## config.mk

```make
export PLATFORM = sky130hd
export DESIGN_NAME = aw_wr_arbiter
export DESIGN_NICKNAME = d
export VERILOG_FILES = /design/src/rtl/aw_wr_arbiter_pkg.sv /design/src/rtl/aw_rr_sel2.sv /design/src/rtl/aw_wr_arbiter.sv
export SDC_FILE = /design/constraint.sdc
export NUM_CORES = 1
export LEC_CHECK = 0
export BUFFER_PORTS_ARGS = -buffer_cell sky130_fd_sc_hd__buf_4
export CAP_MARGIN = 20
export CORE_MARGIN = 10
export CORE_UTILIZATION = 30
export DETAILED_ROUTE_END_ITERATION = 8
export PLACE_DENSITY = 0.7
export SLEW_MARGIN = 20
export SYNTH_ARGS = -nofsm -noshare
export SYNTH_HDL_FRONTEND = slang
export SYNTH_SLANG_ARGS = --single-unit
```

## constraint.sdc

```tcl
create_clock -name clk -period 1.3 [get_ports clk]
set_input_delay 0 -clock clk [delete_from_list [all_inputs] [get_ports clk]]
set_output_delay 0 -clock clk [all_outputs]
set_load 0.01 [all_outputs]
```

## src/rtl/aw_wr_arbiter_pkg.sv

```systemverilog
// Shared definitions for the two-master AW write arbiter: entry field layout, FSM states, AW struct.
// Optional fixed-priority build is selected with AW_ARB_FIXED_PRIO_EN.
package aw_wr_arbiter_pkg;

    localparam int BURST_LSB  = 0;
    localparam int BURST_MSB  = 1;
    localparam int SIZE_LSB   = 2;
    localparam int SIZE_MSB   = 4;
    localparam int LEN_LSB    = 5;
    localparam int LEN_MSB    = 8;
    localparam int ADDR_LSB   = 9;
    localparam int ADDR_MSB   = 40;
    localparam int ID_LSB     = 41;
    localparam int ID_MSB     = 48;
    localparam int AW_ENTRY_W = ID_MSB + 1;

    typedef enum logic [1:0] {
        ST_IDLE = 2'd0,
        ST_AW   = 2'd1,
        ST_W    = 2'd2
    } aw_state_t;

    typedef struct packed {
        logic [7:0]  id;
        logic [31:0] addr;
        logic [3:0]  len;
        logic [2:0]  size;
        logic [1:0]  burst;
    } aw_entry_t;

    function automatic aw_entry_t unpack_aw(input logic [AW_ENTRY_W-1:0] raw);
        aw_entry_t e;
        e.burst = raw[BURST_MSB:BURST_LSB];
        e.size  = raw[SIZE_MSB:SIZE_LSB];
        e.len   = raw[LEN_MSB:LEN_LSB];
        e.addr  = raw[ADDR_MSB:ADDR_LSB];
        e.id    = raw[ID_MSB:ID_LSB];
        return e;
    endfunction

endpackage

```

## src/rtl/aw_rr_sel2.sv

```systemverilog
// Two-requester grant selector: round-robin on last_grant, or master-0 fixed priority
// when AW_ARB_FIXED_PRIO_EN is defined.
module aw_rr_sel2 (
    input  logic [1:0] req,
    input  logic       last_grant,
    output logic       gnt_idx,
    output logic       gnt_any
);

`ifdef AW_ARB_FIXED_PRIO_EN
    logic unused_last_grant;
    assign unused_last_grant = last_grant;

    always_comb begin
        gnt_any = |req;
        gnt_idx = ~req[0];
    end
`else
    // With both requesting, the master that did not win last time goes next.
    always_comb begin
        gnt_any = |req;
        gnt_idx = 1'b0;
        case (req)
            2'b01:   gnt_idx = 1'b0;
            2'b10:   gnt_idx = 1'b1;
            2'b11:   gnt_idx = ~last_grant;
            default: gnt_idx = 1'b0;
        endcase
    end
`endif

endmodule

```

## src/rtl/aw_wr_arbiter.sv

```systemverilog
// Arbitrates two master AW FIFOs onto one slave AW channel, one write outstanding at a time,
// and steers the W channel to the owner. Macro AW_ARB_FIXED_PRIO_EN selects fixed priority.
module aw_wr_arbiter
    import aw_wr_arbiter_pkg::*;
#(
    parameter int DATA_W = 49
) (
    input  logic              clk,
    input  logic              rstn,
    input  logic [DATA_W-1:0] m0_rdata,
    input  logic              m0_rempty,
    output logic              m0_rpop,
    input  logic [DATA_W-1:0] m1_rdata,
    input  logic              m1_rempty,
    output logic              m1_rpop,
    output logic [7:0]        s_awid,
    output logic [31:0]       s_awaddr,
    output logic [3:0]        s_awlen,
    output logic [2:0]        s_awsize,
    output logic [1:0]        s_awburst,
    output logic              s_awvalid,
    input  logic              s_awready,
    input  logic              w_last_hs,
    output logic              w_sel,
    output logic              w_sel_valid
);

    aw_state_t         state;
    logic              last_grant;
    logic              gnt_idx;
    logic              gnt_any;
    logic              pop_cycle;
    logic [DATA_W-1:0] head_sel;
    aw_entry_t         head_ent;

    aw_rr_sel2 u_sel (
        .req        ({~m1_rempty, ~m0_rempty}),
        .last_grant (last_grant),
        .gnt_idx    (gnt_idx),
        .gnt_any    (gnt_any)
    );

    // The pop strobe must coincide with the edge that captures the FIFO head, so it is
    // decoded from the registered state; gating with rstn keeps it low during reset.
    always_comb begin
        pop_cycle = rstn && (state == ST_IDLE) && gnt_any;
        m0_rpop   = pop_cycle && !gnt_idx;
        m1_rpop   = pop_cycle && gnt_idx;
        head_sel  = gnt_idx ? m1_rdata : m0_rdata;
        head_ent  = unpack_aw(head_sel[AW_ENTRY_W-1:0]);
    end

`ifdef AW_ARB_FIXED_PRIO_EN
    assign last_grant = 1'b1;
`else
    always_ff @(posedge clk or negedge rstn) begin
        if (!rstn) begin
            last_grant <= 1'b1;
        end else if (pop_cycle) begin
            last_grant <= gnt_idx;
        end
    end
`endif

    always_ff @(posedge clk or negedge rstn) begin
        if (!rstn) begin
            state       <= ST_IDLE;
            s_awid      <= '0;
            s_awaddr    <= '0;
            s_awlen     <= '0;
            s_awsize    <= '0;
            s_awburst   <= '0;
            s_awvalid   <= 1'b0;
            w_sel       <= 1'b0;
            w_sel_valid <= 1'b0;
        end else begin
            case (state)
                ST_IDLE: begin
                    if (gnt_any) begin
                        s_awid    <= head_ent.id;
                        s_awaddr  <= head_ent.addr;
                        s_awlen   <= head_ent.len;
                        s_awsize  <= head_ent.size;
                        s_awburst <= head_ent.burst;
                        s_awvalid <= 1'b1;
                        w_sel     <= gnt_idx;
                        state     <= ST_AW;
                    end
                end
                ST_AW: begin
                    if (s_awready) begin
                        s_awvalid   <= 1'b0;
                        w_sel_valid <= 1'b1;
                        state       <= ST_W;
                    end
                end
                ST_W: begin
                    if (w_last_hs) begin
                        w_sel_valid <= 1'b0;
                        state       <= ST_IDLE;
                    end
                end
                default: begin
                    s_awvalid   <= 1'b0;
                    w_sel_valid <= 1'b0;
                    state       <= ST_IDLE;
                end
            endcase
        end
    end

endmodule

```

==> flow_summary.toml <==
[worst_setup_path]
crit_arrival_ns = 1.42
worstPathMaxFanout = 4
crit_path_end_kind = "output pin"
path_class = "register to output pin"
crit_path_start_kind = "register"
critPathRequiredTime_ns = 1.30

[yosys]
ys_seq_area_frac = 0.495
ys_seq_elements = 55
syn_area_per_cell_um2 = 9.07
synth_cell_types = 22
synthCells = 307
ys_warn_count = 0
syn-num-nets = 411
netlist_area_um2 = 2790

[timing]
finClkSkew_ns = 0.00849
min_period_ns = 1.42
fin_crit_sh = 1.09
setup_viol = 38
maxSlewHeadroom = 0.521
setup_ws_ns = -0.120
slew_viol_final = 0
hold_viol = 0
rsz0062_at_grt = "true"
fmax_ghz = 0.704
tns_ns = -2.80
tightest_slew_ns = 0.719

[route]
wl_um = 13600
dr_total_vias = 3594
wl_per_cell_um = 19.6
ant_nets = 0
via_per_inst = 5.19
dr.pass1.iters = 4
drt_iter0_markers = 236
drc_errors = 0

[placement]
portBuffers = 157
post-place-ws_ns = -0.0459
place_area_um2 = 4120
globalplace.congestion = 0.780
dp_hpwl_um = 7410
dp.cells = 556

[die]
dieWidth_um = 116
initial_core_util = 0.304
die_y_um = 116
core-area_um2 = 9150
boundaryPins = 158
row_count = 35
dieArea_um2 = 13500

[power_and_ir_drop]
p_per_area_nw_per_um2 = 1840
vdd_drop_max_mv = 1.10
p_leak_nw = 2.50
fin_total_pwr_mw = 10.6

[global_route]
grt_usage = 0.174
grt_pass1_wl_um = 18900
grt_pass1_vias = 3679
grt_max_degree = 101
overflow = 0
antenna_found_initial = 2

[layout]
layout.nets = 678
layout.cells.non_filler = 692
final_area_um2 = 5760
nFillCells = 710
drive_above_1_share = 0.388
area_delta_synth_final_pct = 107

[clock_network]
clkLatencyLatePin_ns = 0.31
clockBufferDepth = 2
clkTransAtPathRegs_ns = 0.10
cts_root_buf = "clkbuf_8"
cts_max_level = 2
cts_tree = "yes"
cts_made_buffers = 5
clkSinkCount = 55

[hold_path]
hold_path.class = "input pin to register"

[run]
cap_violations = 0

[outcome]
status = "finished with violations"
violations = "negative setup slack"
==> layout make-up <==
cell class                 count  area [um2]  share of cell area
timing repair buffer         294        2780               0.483
sequential                    55        1380               0.239
multi-input combinational    217        1330               0.232
tap                          111         139              0.0241
clock buffer                   7        76.3              0.0133
clock inverter                 1        30.0             0.00522
antenna                        6        15.0             0.00261
inverter                       1        3.75            0.000652
==> metrics by stage <==
step	hold slack (ns)	utilization
after global placement	0.240	0.450
after global routing	0.290	0.628
final	0.291	0.629
after CTS	0.249	0.578
after floorplan	-0.296	-
after detailed placement	0.257	0.450
==> cell families (layout without fill, tap and decap cells) <==
family | after synthesis | in the layout | share of synthesized area
flip-flops | 55 | 55 | 0.495
AND/OR/NAND/NOR | 110 | 110 | 0.222
buffers and inverters | 35 | 303 | 0.0615
AO/OA/AOI/OAI | 107 | 107 | 0.221
other | 0 | 6 | 0
==> registers in the layout, indices dropped and copies added (netlist names) <==
signal and cells:
s_awaddr 32, s_awid 8, s_awlen 4, s_awsize 3
s_awburst 2, state 2, last_grant 1, s_awvalid 1
w_sel 1, w_sel_valid 1
==> repair_timing <==
item,CTS,global route
resized for setup,6,44
setup endpoints to repair,51,54
buffers inserted,4,4
hold buffers,101,0
pin swaps,1,19
cloned,0,13
hold endpoints to repair,105,0
==> placed cells by master, fill, tap and decap left out <==
cell | synthesis | final
and3_4 | 0 | 1
buf_4 | 1 | 166
nand2_1 | 1 | 1
buf_12 | 0 | 7
dfstp_2 | 1 | 1
nor2_1 | 53 | 49
a21o_1 | 2 | 2
inv_1 | 1 | 1
o21ai_0 | 51 | 37
a211oi_4 | 0 | 1
nor2_4 | 0 | 1
bufinv_16 | 0 | 1
clkbuf_1 | 19 | 2
buf_8 | 0 | 2
clkbuf_8 | 0 | 5
nor2_2 | 0 | 3
o21ai_2 | 0 | 13
o22a_1 | 1 | 1
a31oi_1 | 49 | 49
o32ai_1 | 1 | 1
nand2b_4 | 0 | 2
or3b_4 | 0 | 1
o21ai_1 | 1 | 2
nand3b_1 | 50 | 50
nand2b_1 | 3 | 1
dlygate4sd3_1 | 0 | 101
a21oi_1 | 1 | 1
diode_2 | 0 | 6
dfrtp_1 | 54 | 54
buf_6 | 3 | 7
clkbuf_16 | 0 | 11
and2b_4 | 0 | 1
==> path summary, 6_finish.rpt <==
kind                            cells past startpoint  slack [ns]            to       start
worst max-delay path                                5       -0.12       m0_rpop  last_grant
max in group asynchronous                           3        0.33     s_awid[5]        rstn
worst max register to register                      6       -0.10  s_awaddr[13]    state[0]
worst min-delay path                                6        0.29   s_awsize[2]   m0_rempty
min in group asynchronous                           3        0.51   s_awaddr[4]        rstn
worst min register to register                      1        0.50     s_awvalid   s_awvalid
==> synthesized netlist by cell type (all sizes together) <==
cell type  count  share of area
buf           15          0.035
and3           1         0.0022
o22a           1         0.0031
nor2          53          0.071
a211oi         1         0.0045
or3b           1         0.0031
clkbuf        19          0.026
nand2b         3         0.0067
nand2          1         0.0013
dfrtp         54           0.49
inv            1         0.0013
a21o           2         0.0054
and2b          1         0.0027
nand3b        50           0.13
a21oi          1         0.0018
o21ai         52          0.093
a31oi         49           0.11
o32ai          1         0.0031
dfstp          1         0.0094
==> critical path: stages, from the launching register on <==
cell and delay [ns]:
dfstp_2 0.54, buf_4 0.12, nand2b_4 0.08, nand2b_4 0.09
and3_4 0.19, buf_6 0.10
==> routing by layer <==
metal | up-vias | global-route usage | wire length (um)
li1 | 1654 | - | -
met1 | 1736 | 0.185 | 5100
met2 | 166 | 0.304 | 7140
met3 | 38 | 0.0550 | 987
met4 | 0 | 0.0859 | 363
met5 | - | 0 | 0
==> power breakdown <==
part | leakage (nW) | switching (mW) | total [mW] | internal (mW)
combinational | 1.83 | 2.95 | 6.35 | 3.39
clock | 0.0525 | 0.551 | 1.13 | 0.578
sequential | 0.616 | 0.536 | 3.13 | 2.59
total | 2.50 | 4.04 | 10.6 | 6.57
No activity file was read; power rests on OpenSTA's default activity.
